===== src/rtl/pmu_quota_window_ctrl_if.sv =====
// Bundle of the configuration-side and quota-unit-side signals of the PMU
// quota window scheduler. The controller uses the slave modport; the
// configuration block / bench drives through the master modport.
//
// Protocol note: there is no valid/ready stream on this bus. The only
// handshake is irq_o / irq_ack_i: irq_o is a sticky level, irq_ack_i is a
// single-cycle strobe that clears it, and a window-end overrun arriving in
// the same cycle as the strobe keeps irq_o set.
interface pmu_quota_window_ctrl_if #(
  parameter int N_CORES   = 4,
  parameter int REG_WIDTH = 32,
  parameter int CNT_W     = 8
);
  logic                     enable_i;
  logic [REG_WIDTH-1:0]     window_len_i;
  logic [N_CORES-1:0]       intr_quota_i;
  logic                     irq_ack_i;
  logic                     clr_cnt_i;
  logic                     softrst_o;
  logic [N_CORES-1:0]       throttle_o;
  logic [N_CORES-1:0]       overrun_o;
  logic [N_CORES*CNT_W-1:0] overrun_cnt_o;
  logic                     irq_o;
  logic [2:0]               state_o;

  modport master (
    output enable_i, window_len_i, intr_quota_i, irq_ack_i, clr_cnt_i,
    input  softrst_o, throttle_o, overrun_o, overrun_cnt_o, irq_o, state_o
  );

  modport slave (
    input  enable_i, window_len_i, intr_quota_i, irq_ack_i, clr_cnt_i,
    output softrst_o, throttle_o, overrun_o, overrun_cnt_o, irq_o, state_o
  );
endinterface


===== src/rtl/pmu_quota_window_ctrl.sv =====
// Periodic budget scheduler for the per-core PMU quota units.
// Window sequence: REPL (soft reset pulse, latch length) -> RUN (L cycles)
// -> DRAIN (N_COUNTERS+1 cycles for the quota adders to finish a sweep)
// -> SAMPLE (snapshot overruns) -> REPL again. Dropping enable or writing a
// zero length during RUN/DRAIN flushes through REPL to IDLE without SAMPLE.
module pmu_quota_window_ctrl #(
  parameter int N_CORES    = 4,
  parameter int N_COUNTERS = 9,
  parameter int REG_WIDTH  = 32,
  parameter int CNT_W      = 8
) (
  input logic                   clk_i,
  input logic                   rst_i,
  pmu_quota_window_ctrl_if.slave bus
);

  typedef enum logic [2:0] {
    ST_IDLE   = 3'd0,
    ST_REPL   = 3'd1,
    ST_RUN    = 3'd2,
    ST_DRAIN  = 3'd3,
    ST_SAMPLE = 3'd4
  } state_t;

  localparam logic [REG_WIDTH-1:0] TIMER_ONE  = REG_WIDTH'(1);
  localparam logic [REG_WIDTH-1:0] DRAIN_LAST = REG_WIDTH'(N_COUNTERS);
  localparam logic [CNT_W-1:0]     CNT_ONE    = CNT_W'(1);
  localparam logic [CNT_W-1:0]     CNT_MAX    = '1;

  state_t               state_q, state_d;
  logic [REG_WIDTH-1:0] timer_q, timer_d;
  logic [REG_WIDTH-1:0] len_q, len_d;
  logic [N_CORES-1:0]   throttle_q, throttle_d;
  logic [N_CORES-1:0]   overrun_q, overrun_d;
  logic                 irq_q, irq_d;
  logic [CNT_W-1:0]     cnt_q [N_CORES];
  logic [CNT_W-1:0]     cnt_d [N_CORES];
  logic [N_CORES*CNT_W-1:0] cnt_flat;

  // A window may run only while enabled with a non-zero length programmed.
  logic go_ok;
  assign go_ok = bus.enable_i && (bus.window_len_i != '0);

  // Next state, window timer and length latch.
  always_comb begin
    state_d = state_q;
    timer_d = timer_q;
    len_d   = len_q;
    case (state_q)
      ST_IDLE: begin
        if (go_ok) state_d = ST_REPL;
      end
      ST_REPL: begin
        len_d   = bus.window_len_i;
        timer_d = '0;
        state_d = go_ok ? ST_RUN : ST_IDLE;
      end
      ST_RUN: begin
        if (!go_ok) begin
          state_d = ST_REPL;
        end else if (timer_q == len_q - TIMER_ONE) begin
          state_d = ST_DRAIN;
          timer_d = '0;
        end else begin
          timer_d = timer_q + TIMER_ONE;
        end
      end
      ST_DRAIN: begin
        if (!go_ok) begin
          state_d = ST_REPL;
        end else if (timer_q == DRAIN_LAST) begin
          state_d = ST_SAMPLE;
          timer_d = '0;
        end else begin
          timer_d = timer_q + TIMER_ONE;
        end
      end
      ST_SAMPLE: begin
        state_d = ST_REPL;
      end
      default: begin
        state_d = ST_IDLE;
        timer_d = '0;
      end
    endcase
  end

  // Throttle flags: accumulate while the window is live, cleared on entry to
  // REPL so they read zero during the replenish pulse.
  always_comb begin
    throttle_d = throttle_q;
    if (state_q == ST_RUN || state_q == ST_DRAIN) begin
      throttle_d = throttle_q | bus.intr_quota_i;
    end
    if (state_d == ST_REPL) begin
      throttle_d = '0;
    end
  end

  // Overrun snapshot and sticky interrupt; a fresh overrun beats the ack.
  always_comb begin
    overrun_d = overrun_q;
    irq_d     = irq_q;
    if (bus.irq_ack_i) begin
      irq_d = 1'b0;
    end
    if (state_q == ST_SAMPLE) begin
      overrun_d = bus.intr_quota_i;
      if (|bus.intr_quota_i) irq_d = 1'b1;
    end
  end

  // Saturating per-core overrun counters; a clear beats an increment.
  always_comb begin
    for (int c = 0; c < N_CORES; c++) begin
      cnt_d[c] = cnt_q[c];
      if (bus.clr_cnt_i) begin
        cnt_d[c] = '0;
      end else if (state_q == ST_SAMPLE && bus.intr_quota_i[c] && cnt_q[c] != CNT_MAX) begin
        cnt_d[c] = cnt_q[c] + CNT_ONE;
      end
    end
  end

  // Pack the counters onto the flat output bus, core c at [c*CNT_W +: CNT_W].
  always_comb begin
    cnt_flat = '0;
    for (int c = 0; c < N_CORES; c++) begin
      cnt_flat[c*CNT_W +: CNT_W] = cnt_q[c];
    end
  end

  // State registers; reset returns to IDLE with every output low.
  always_ff @(posedge clk_i) begin
    if (rst_i) begin
      state_q    <= ST_IDLE;
      timer_q    <= '0;
      len_q      <= '0;
      throttle_q <= '0;
      overrun_q  <= '0;
      irq_q      <= 1'b0;
      for (int c = 0; c < N_CORES; c++) cnt_q[c] <= '0;
    end else begin
      state_q    <= state_d;
      timer_q    <= timer_d;
      len_q      <= len_d;
      throttle_q <= throttle_d;
      overrun_q  <= overrun_d;
      irq_q      <= irq_d;
      for (int c = 0; c < N_CORES; c++) cnt_q[c] <= cnt_d[c];
    end
  end

  assign bus.softrst_o     = (state_q == ST_REPL);
  assign bus.throttle_o    = throttle_q;
  assign bus.overrun_o     = overrun_q;
  assign bus.overrun_cnt_o = cnt_flat;
  assign bus.irq_o         = irq_q;
  assign bus.state_o       = state_q;

endmodule


===== src/flat_wrapper.sv =====
// flat-port wrapper written by rule: the top's interface ports become plain ports
module pmu_quota_window_ctrl_flat 
#(
  parameter int N_CORES    = 4,
  parameter int N_COUNTERS = 9,
  parameter int REG_WIDTH  = 32,
  parameter int CNT_W      = 8
)
  (clk_i, rst_i, bus_enable_i, bus_window_len_i, bus_intr_quota_i, bus_irq_ack_i, bus_clr_cnt_i, bus_softrst_o, bus_throttle_o, bus_overrun_o, bus_overrun_cnt_o, bus_irq_o, bus_state_o);
  pmu_quota_window_ctrl_if #(.N_CORES(N_CORES), .REG_WIDTH(REG_WIDTH), .CNT_W(CNT_W)) bus_i ();
  input logic clk_i;
  input logic rst_i;
  input wire logic [$bits(bus_i.enable_i)-1:0] bus_enable_i;
  input wire logic [$bits(bus_i.window_len_i)-1:0] bus_window_len_i;
  input wire logic [$bits(bus_i.intr_quota_i)-1:0] bus_intr_quota_i;
  input wire logic [$bits(bus_i.irq_ack_i)-1:0] bus_irq_ack_i;
  input wire logic [$bits(bus_i.clr_cnt_i)-1:0] bus_clr_cnt_i;
  output wire logic [$bits(bus_i.softrst_o)-1:0] bus_softrst_o;
  output wire logic [$bits(bus_i.throttle_o)-1:0] bus_throttle_o;
  output wire logic [$bits(bus_i.overrun_o)-1:0] bus_overrun_o;
  output wire logic [$bits(bus_i.overrun_cnt_o)-1:0] bus_overrun_cnt_o;
  output wire logic [$bits(bus_i.irq_o)-1:0] bus_irq_o;
  output wire logic [$bits(bus_i.state_o)-1:0] bus_state_o;
  assign bus_i.enable_i = bus_enable_i;
  assign bus_i.window_len_i = bus_window_len_i;
  assign bus_i.intr_quota_i = bus_intr_quota_i;
  assign bus_i.irq_ack_i = bus_irq_ack_i;
  assign bus_i.clr_cnt_i = bus_clr_cnt_i;
  assign bus_softrst_o = bus_i.softrst_o;
  assign bus_throttle_o = bus_i.throttle_o;
  assign bus_overrun_o = bus_i.overrun_o;
  assign bus_overrun_cnt_o = bus_i.overrun_cnt_o;
  assign bus_irq_o = bus_i.irq_o;
  assign bus_state_o = bus_i.state_o;
  pmu_quota_window_ctrl #(.N_CORES(N_CORES), .N_COUNTERS(N_COUNTERS), .REG_WIDTH(REG_WIDTH), .CNT_W(CNT_W)) u_core (.clk_i(clk_i), .rst_i(rst_i), .bus(bus_i));
endmodule

===== config.mk =====
export PLATFORM = sky130hd
export DESIGN_NAME = pmu_quota_window_ctrl_flat
export DESIGN_NICKNAME = d
export VERILOG_FILES = /design/src/rtl/pmu_quota_window_ctrl_if.sv /design/src/rtl/pmu_quota_window_ctrl.sv /design/src/flat_wrapper.sv
export SDC_FILE = /design/constraint.sdc
export NUM_CORES = 1
export LEC_CHECK = 0
export BUFFER_PORTS_ARGS = -buffer_cell sky130_fd_sc_hd__clkbuf_2
export CAP_MARGIN = 25
export CELL_PAD_IN_SITES_DETAIL_PLACEMENT = 1
export CELL_PAD_IN_SITES_GLOBAL_PLACEMENT = 1
export CORE_MARGIN = 10
export CORE_UTILIZATION = 45
export CTS_CLUSTER_DIAMETER = 100
export DETAILED_ROUTE_END_ITERATION = 10
export HOLD_SLACK_MARGIN = 0.05
export PLACE_DENSITY = 0.83
export SLEW_MARGIN = 20
export SYNTH_ARGS = -nofsm -noshare
export SYNTH_HDL_FRONTEND = slang
export SYNTH_SLANG_ARGS = --single-unit

===== constraint.sdc =====
create_clock -name clk_i -period 4 [get_ports clk_i]
set_clock_uncertainty 0.05 [all_clocks]
set_input_delay 0.4 -clock clk_i [delete_from_list [all_inputs] [get_ports clk_i]]
set_output_delay 0.4 -clock clk_i [all_outputs]
set_load 0.01 [all_outputs]

==> summary.md, run 1 <==
| Metric | Value |
|---|---|
| Crit path time final | 3.38 ns |
| Number of flops mapped to enable cells by yosys | 0 |
| Syn Area/Cell | ~7.9 um2 |
| Cell count after synthesis | 769 |
| Root Buffer | clkbuf_16 |
| Relative slew slack | 0.347 |
| Pin count of the biggest net entering global routing | 46 |
| Worst-path fanout max | 32 |
| Placed Cells | 994 |
| Core ar. | ~13000 um2 |
| First-pass GRT wire length | 30.4 mm |
| Final instance area | 6820 um2 |
| DR iter-0 viols | 366 |
| Final hold viol count | 0 |
| Synthesis Warnings | 0 |
| Layout cells sized above 1 | 0.161 |
| Antenna Nets Post-Route | 0 |
| Synth Register Bits | ~110 |
| Row Count | 42 |
| Area of the die | 18500 um2 |
| M3 GR Usage | 0.0565 |
| Period utilization | 0.845 |
| Average wire per standard cell | between 15 and 20 um |
| Final HPWL DP | ~14 mm |
| Port bufs | 85 |
| CP arrival | about 3.6 ns |
| Post-CTS Setup Bufs | 0 |
| Max-cap viol count | 0 |
| Met1 Use GR | 0.255 |
| Drt drc | 0 |
| CTS buffer count | 9 |
| CP Capture Type | register |
| Detailed-route wire length | 18.6 mm |
| Crit Path Category | reg2reg |
| Commonest non-fill, non-tap cell in the layout | nand2_1 |
| TNS Setup | 0 ns |
| Unrepaired setup endpoints after global routing | no |
| Grt ovf | 0 |
| Routability Congestion | ~0.86 |
| Async S/R FF share, synth | 0 |
| First-pass iteration count of the detailed router | 4 |
| Worst-skew pair later-pin latency | 0.35 ns |
| Clock-pin slew on the worst setup and hold paths | 0.07 ns |
| Vias per cell | 5.67 |
| Fillers | 1675 |
| Worst min-delay path class | in2reg |
| Max clock buf depth | 2 |
| Dpl cell area | approximately 6500 um2 |
| Seq/Total Area, Yosys | 0.357 |
| Leak Pwr | 0.00260 uW |
| Net count after synthesis | 817 |
| Top_reg_cell synth | dfxtp_1 |
| Worst VDD drop | 0.244 mV |
| Worst-Margin Slew | about 0.98 ns |
| Pwr/cell area | 351 nW/um2 |
| CTS tree | done |
| Critical Path Source Type | register |
| Htree depth | 3 |
| GR peak layer | met2 |
| Vias in the first global route | ~6k |
| Synthesized cell area | 6060 um2 |
| Final nets | about 880 |
| Max Freq | ~300 MHz |
| Finished Layout Cells | 1010 |
| Vias post-DR | 5731 |
| Final setup fails | 0 |
| Die W | 136 um |
| Syn-to-layout area delta | 12.5% |
| Total track usage | 0.202 |
| Hold buffer count at CTS | 0 |
| GR met2 Demand/Resource | 0.329 |
| Initial antenna violation count | 0 |
| # diodes | 0 |
| Number of gates resized after cts | 0 |
| # IOs | 86 |
| Pins Over Slew Limit | 0 |
| CP required | 4.17 ns |
| Clk sink count | approximately 110 |
| Starting Density | 0.458 |
| Outcome | complete, no violations |
| Die height | ~140 um |
| Most frequent cells in the layout | 137 x nand2_1, 108 x dfxtp_1, 85 x clkbuf_2, 77 x nor2_1, 57 x a21oi_1 |
| Yosys cell types | just over 60 |
==> report_power, final <==
part	leakage [uW]	internal [uW]	switching, uW
Clock	0.000137	449	428
Sequential	0.000873	1090	37.8
Combinational	0.00159	157	228
==> cells in the mapped netlist (all sizes together), types with 2 or more instances <==
cell	count	area, um2
a2111oi	3	45.0
a211oi	4	30.0
a21o	3	22.5
a21oi	59	299
a311o	2	20.0
a31oi	4	25.0
and3	6	37.5
and4	7	61.3
buf	11	98.8
clkbuf	30	114
dfxtp	108	2160
ha	7	87.6
inv	20	75.1
mux2i	5	50.1
nand2	137	514
nand2b	4	25.0
nand3	25	125
nand3b	3	22.5
nand4	30	194
nor2	85	344
nor2b	6	37.5
nor3	21	144
nor3b	9	88.8
nor4	28	196
nor4b	4	50.1
o2111ai	2	17.5
o211ai	5	37.5
o21a	3	22.5
o21ai	14	70.1
o31ai	4	30.0
o41ai	2	17.5
or2	2	12.5
or3	9	56.3
or4	5	37.5
xnor2	51	447
xor2	42	368
==> area by class of cell <==
class,count,area (um2),share of cell area
Sequential cell,108,2160,0.317
Timing Repair Buffer,90,463,0.0679
Clock buffer,11,243,0.0356
Clock inverter,5,42.5,0.00624
Multi-Input combinational cell,600,3620,0.530
Inverter,20,75.1,0.0110
Tap cell,176,220,0.0323
==> cells by family after synthesis <==
| logic type | Yosys count | share of synthesized area |
|---|---|---|
| and+or+nand+nor | 383 | 0.324 |
| AOI/OAI and AO/OA | 111 | 0.113 |
| DFF | 108 | 0.357 |
| xor gates and xnor gates | 93 | 0.134 |
| buffers and inverters | 61 | 0.0475 |
| adders and majority gates | 7 | 0.0144 |
| muxes | 6 | 0.0101 |
==> per-stage QoR <==
| step | setup slack, ns | utilization | power, uW | hold slack [ns] |
|---|---|---|---|---|
| floorplan | 1.26 | - | 1430 | 0.400 |
| global placement | 0.860 | 0.494 | 1520 | 0.405 |
| detailed placement | 0.685 | 0.494 | 1540 | 0.412 |
| CTS | 0.651 | 0.515 | 2410 | 0.214 |
| global route | 0.330 | 0.515 | 2510 | 0.223 |
| finish | 0.620 | 0.515 | 2390 | 0.229 |
==> state kept, by name (all words and copies together), names as in the netlist <==
| name | flops |
|---|---|
| u_core.len_q | 32 |
| u_core.bus.irq_o | 1 |
| u_core.cnt_q | 32 |
| u_core.bus.state_o | 3 |
| u_core.bus.overrun_o | 4 |
| u_core.timer_q | 32 |
| u_core.bus.throttle_o | 4 |
==> final timing paths <==
path,from,cells past startpoint,slack [ns],end
worst max-delay path,u_core.len_q[0],10,0.62,u_core.timer_q[25]
worst min-delay path,bus_window_len_i[30],3,0.23,u_core.len_q[30]
worst max register to register,u_core.len_q[0],10,0.62,u_core.timer_q[25]
worst min register to register,u_core.bus.overrun_o[3],2,0.42,u_core.bus.overrun_o[3]
==> per-layer routing <==
metal,share of wire,vias up
li1,-,2779
met1,0.45,2799
met2,0.47,134
met3,0.064,19
met4,0.018,0
met5,0,-
==> worst max-delay path, stage by stage, from the launching register on <==
cell and delay [ns]:
dfxtp_1 0.36, inv_1 0.08, ha_1 0.21, nor3b_4 0.44, and4_1 0.46, nand4_1 0.16, a311o_1 0.39, a2111oi_2 0.35
and4_1 0.23, buf_4 0.36, nor2_1 0.12
No activity file was read; power rests on OpenSTA's default activity.
==> run 2: changes to the inputs <==
CORE_UTILIZATION = 43   (was 45)
PLACE_DENSITY = 0.8   (was 0.83)
clock period = 3.35 ns   (was 4 ns; I/O delays follow)
==> run 2 against run 1 <==
Net effect: maximum frequency increased by 8.8%; die area increased by 4.0%; register-to-register slack got worse by 0.38 ns; final area increased by 0.84%; worst setup slack got worse by 0.38 ns; sequential share of layout area decreased by 0.27 points; hold slack got worse by 0.068 ns; sequential power increased by 19%; critical path depth unchanged; non-clock buffer count increased by 6.
==> summary.md, run 2 (synthesis results as in run 1) <==
| Metric | Value |
|---|---|
| Htree depth | 3 |
| Average wire per standard cell | 18.2 um |
| CTS tree | done |
| Reg-to-reg slack, setup | between 0.2 and 0.25 ns |
| CTS buffer count | 9 |
| CP arrival | 3.27 ns |
| Pins Over Slew Limit | 0 |
| Crit path time final | just over 3 ns |
| Max Freq | 322 MHz |
| Finished Core Util | 0.498 |
| Logic gate share of total power | 0.163 |
| Register-to-Register Path Depth | 10 |
| Switch share | 0.290 |
| Pwr/cell area | 416 nW/um2 |
| Commonest non-fill, non-tap cell in the layout | nand2_1 |
| Clock-pin slew on the worst setup and hold paths | 0.07 ns |
| Worst-path fanout max | 32 |
| Worst-skew pair later-pin latency | 0.36 ns |
| Fillers | between 1.5k and 2k |
| Row Count | 43 |
| Outcome | complete, no violations |
| Initial antenna violation count | 0 |
| Period utilization | 0.927 |
| Vias per cell | 5.65 |
| Worst VDD drop | around 0.37 mV |
| # IOs | 86 |
| First-pass GRT wire length | 30.0 mm |
| Worst Setup EP | u_core.timer_q[1] |
| Area of the die | 19300 um2 |
| Max-cap viol count | 0 |
| Final hold viol count | 0 |
| Die height | 139 um |
| Detailed-route wire length | 18.6 mm |
| Clk sink count | 108 |
| Net Sw Power | between 800 and 900 uW |
| Core ar. | between 10000 and 15000 um2 |
| Final setup fails | 0 |
| Worst min-delay path class | in2reg |
| # diodes | 0 |
| Worst setup path start | u_core.len_q[0] |
| Max clock buf depth | 2 |
| Final nets | between 800 and 900 |
| TNS Setup | 0 ns |
| Drt drc | 0 |
| Routability Congestion | approximately 0.85 |
| Clock power frac | 0.366 |
| Crit Path Category | reg2reg |
| Hold buffer count at CTS | 0 |
| Dpl cell area | 6600 um2 |
| Layout cells sized above 1 | 0.167 |
| Sequential power share | 0.471 |
| Unrepaired setup endpoints after global routing | no |
| Vias post-DR | 5765 |
| Syn-to-layout area delta | 13.5% |
| Post-CTS Setup Bufs | 0 |
| Largest regs | u_core.cnt_q (32), u_core.len_q (32), u_core.timer_q (32) |
| Total power draw | 2860 uW |
| CP required | about 3.5 ns |
| First-pass iteration count of the detailed router | 5 |
| Most frequent cells in the layout | 137 x nand2_1, 108 x dfxtp_1, 85 x clkbuf_2, 77 x nor2_1, 57 x a21oi_1 |
| Total track usage | 0.186 |
| Root Buffer | clkbuf_16 |
| Die W | 139 um |
| Vias in the first global route | 5945 |
| Leak Pwr | 0.00263 uW |
| Starting Density | 0.439 |
| Reg2reg start | u_core.len_q[0] |
| Pin count of the biggest net entering global routing | between 40 and 50 |
| Final instance area | 6880 um2 |
| Int Power | 2030 uW |
| Grt ovf | 0 |
| R2r endpoint | u_core.timer_q[1] |
| Worst-Margin Slew | 0.977 ns |
| Number of gates resized after cts | 0 |
| DR iter-0 viols | 371 |
| Port bufs | 85 |
| CP Capture Type | register |
| Antenna Nets Post-Route | 0 |
| Relative slew slack | 0.349 |
| Final HPWL DP | 14.1 mm |
| Critical Path Source Type | register |
[run 2: changes by cell type in the layout (fill, tap and decap cells not counted), sizes merged]
cell	delta
clkinvlp	+1
clkinv	-1
inv	-1
buf	+6
clkbuf	+1
[run 2: final cells by class]
type                       count  area, um2  area share
timing repair buffer          96        520      0.0757
tap                          180        225      0.0327
clock inverter                 4       32.5     0.00473
sequential                   108       2160       0.314
inverter                      20       75.1      0.0109
clock buffer                  12        246      0.0358
multi-input combinational    600       3620       0.526
[run 2: worst max-delay path, cell delays in order, from the launching register on]
cell       delay (ns)
dfxtp_1          0.36
inv_1            0.07
ha_1             0.20
nor3b_4          0.41
and4_2           0.40
nand4_1          0.12
a311o_1          0.39
a2111oi_2        0.37
and4_1           0.30
buf_12           0.21
nor3_2           0.06
[run 2: worst min path at each step]
stage                                  from                 endpoint  slack, ns  cells after the start
floorplan                  u_core.len_q[31]         u_core.len_q[31]       0.40                      2
global placement    u_core.bus.overrun_o[3]  u_core.bus.overrun_o[3]       0.40                      2
detailed placement  u_core.bus.overrun_o[0]  u_core.bus.overrun_o[0]       0.40                      2
CTS                    bus_window_len_i[28]         u_core.len_q[28]       0.15                      3
global route           bus_window_len_i[29]         u_core.len_q[29]       0.16                      3
finish                 bus_window_len_i[23]         u_core.len_q[23]       0.16                      3
[run 2: power by group through the flow]
stage,Clock (uW),Sequential (uW),Combinational (uW)
after floorplan,0,1360,350
after global placement,0,1380,440
after detailed placement,0,1380,461
after CTS,1080,1350,465
after global routing,1130,1350,515
final,1050,1350,467
[run 2: layer usage]
layer,vias up,GRT usage,part of all wire
met5,-,0,0
met2,155,0.319,0.48
met1,2789,0.222,0.43
met4,0,0.0456,0.013
li1,2798,-,-
met3,23,0.0572,0.072
[run 2: metrics by stage]
| stage | hold WS (ns) | cells | setup slack [ns] |
|---|---|---|---|
| 2_1_floorplan | 0.400 | 769 | 0.607 |
| 3_3_place_gp | 0.396 | 1004 | 0.312 |
| 3_5_place_dp | 0.402 | 1004 | 0.199 |
| 4_1_cts | 0.148 | 1020 | 0.199 |
| 5_1_grt | 0.161 | 1020 | 0.0139 |
| 6_report | 0.161 | 1020 | 0.244 |
==> run 3: changes to the inputs <==
--- a/config.mk
+++ b/config.mk
@@ -17,3 +17,2 @@
 export PLACE_DENSITY = 0.8
-export SLEW_MARGIN = 20
 export SYNTH_ARGS = -nofsm -noshare
--- a/constraint.sdc
+++ b/constraint.sdc
@@ -4,2 +4,2 @@
 set_output_delay 0.335 -clock clk_i [all_outputs]
-set_load 0.01 [all_outputs]
+set_load 0.05 [all_outputs]
==> run 3 against run 2 <==
Net effect: via count up 0.64%; register-to-register slack about the same; clock-buffer cell count down 2; critical endpoint unchanged; highest routed layer unchanged.
==> summary.md, run 3 (synthesis results as in run 1) <==
| Metric | Value |
|---|---|
| Fillers | 1731 |
| Pin count of the biggest net entering global routing | 46 |
| Post-CTS Setup Bufs | 0 |
| Max clock buf depth | 2 |
| Worst-path fanout max | 32 |
| Crit path time final | 3.11 ns |
| Antenna Nets Post-Route | 0 |
| Starting Density | 0.439 |
| CP Capture Type | register |
| Vias per cell | 5.69 |
| CP required | 3.51 ns |
| Drt drc | 0 |
| Worst-Margin Slew | 0.973 ns |
| Initial antenna violation count | 0 |
| Critical Path Source Type | register |
| # IOs | 86 |
| Final WS setup | 0.237 ns |
| Final setup fails | 0 |
| # diodes | 0 |
| Crit Path Category | reg2reg |
| Period utilization | 0.929 |
| Final nets | 883 |
| Post-Place Worst Slack | 0.224 ns |
| CTS buffer count | 9 |
| Pwr/cell area | ~430 nW/um2 |
| Leak Pwr | around 0.0026 uW |
| Root Buffer | clkbuf_16 |
| CTS tree | done |
| Die W | 139 um |
| Grt ovf | 0 |
| Most frequent cells in the layout | 137 x nand2_1, 108 x dfxtp_1, 85 x clkbuf_2, 77 x nor2_1, 57 x a21oi_1 |
| CP arrival | around 3.3 ns |
| WHS | 0.157 ns |
| Die height | 139 um |
| First-pass GRT wire length | 31.4 mm |
| Htree depth | 3 |
| Max-cap viol count | 0 |
| Total power draw | 2940 uW |
| Worst min-delay path class | in2reg |
| Total track usage | 0.193 |
| Outcome | complete, no violations |
| Clk sink count | 108 |
| Finished Core Util | 0.500 |
| Clock-pin slew on the worst setup and hold paths | 0.08 ns |
| Syn-to-layout area delta | 13.9% |
| Pins Over Slew Limit | 0 |
| Placed Cells | 1004 |
| Average wire per standard cell | ~18 um |
| Final HPWL DP | 14.3 mm |
| First-pass iteration count of the detailed router | 4 |
| Finished Layout Cells | 1020 |
| Layout cells sized above 1 | 0.168 |
| Largest regs | u_core.cnt_q (32), u_core.len_q (32), u_core.timer_q (32) |
| DR iter-0 viols | just under 400 |
| Relative slew slack | 0.351 |
| Row Count | 43 |
| Area of the die | 19300 um2 |
| Commonest non-fill, non-tap cell in the layout | nand2_1 |
| Vias in the first global route | 6238 |
| Vias post-DR | 5802 |
| Port bufs | 85 |
| Final hold viol count | 0 |
| Max Freq | approximately 320 MHz |
| Detailed-route wire length | around 19 mm |
| Routability Congestion | 0.845 |
| Core ar. | 13800 um2 |
| Worst VDD drop | about 0.24 mV |
| Worst-skew pair later-pin latency | 0.36 ns |
run 3: cell count changes in the layout (fill, tap and decap cells not counted), sizes merged:
cell      delta
clkbuf       -2
clkinv       +1
clkinvlp     -2
bufinv       +1
inv          +2
run 3: layout make-up:
type                    count  area, um2  share of cell area
well taps                 180        225              0.0326
flip-flops and latches    108       2160               0.313
repair buffers             96        520              0.0754
clock inverters             6       76.3              0.0111
multi-input cells         600       3620               0.524
inverters                  20       75.1              0.0109
clock buffers              10        229              0.0332
run 3: power by group:
group | internal [uW] | switching [uW]
sequential | 1310 | 42.8
clock | 596 | 523
combinational | 191 | 282
run 3: timing repair:
item                                    4_1_cts  5_1_grt
endpoints found under the setup margin        0       32
hold buffers                                  0        0
resized for setup                             0        1
run 3: layer usage:
layer | part of all wire | track usage | vias to the layer above
met1 | 0.43 | 0.229 | 2831
li1 | - | - | 2804
met2 | 0.48 | 0.326 | 138
met5 | 0 | 0 | -
met3 | 0.067 | 0.0486 | 29
met4 | 0.021 | 0.0741 | 0
run 3: path summary, 6_finish.rpt:
check / slack [ns] / cells after the start / from / to
min reg2reg: 0.41 / 2 / u_core.bus.overrun_o[0] / u_core.bus.overrun_o[0]
max reg2reg: 0.24 / 10 / u_core.len_q[0] / u_core.timer_q[1]
min: 0.16 / 3 / bus_window_len_i[16] / u_core.len_q[16]
max: 0.24 / 10 / u_core.len_q[0] / u_core.timer_q[1]
run 3: stage by stage:
| step | setup TNS [ns] | area [um2] |
|---|---|---|
| 6_report | 0 | 6910 |
| 5_1_grt | -0.0100 | 6910 |
| 4_1_cts | 0 | 6910 |
| 3_5_place_dp | 0 | 6600 |
| 3_3_place_gp | 0 | 6600 |
| 2_1_floorplan | 0 | 6060 |
run 3: worst max-delay path, cell delays in order (launching register included):
cell       delay, ns
dfxtp_1         0.37
inv_1           0.08
ha_1            0.20
nor3b_4         0.42
and4_2          0.42
nand4_1         0.13
a311o_1         0.38
a2111oi_2       0.34
and4_1          0.29
buf_12          0.21
nor3_2          0.06
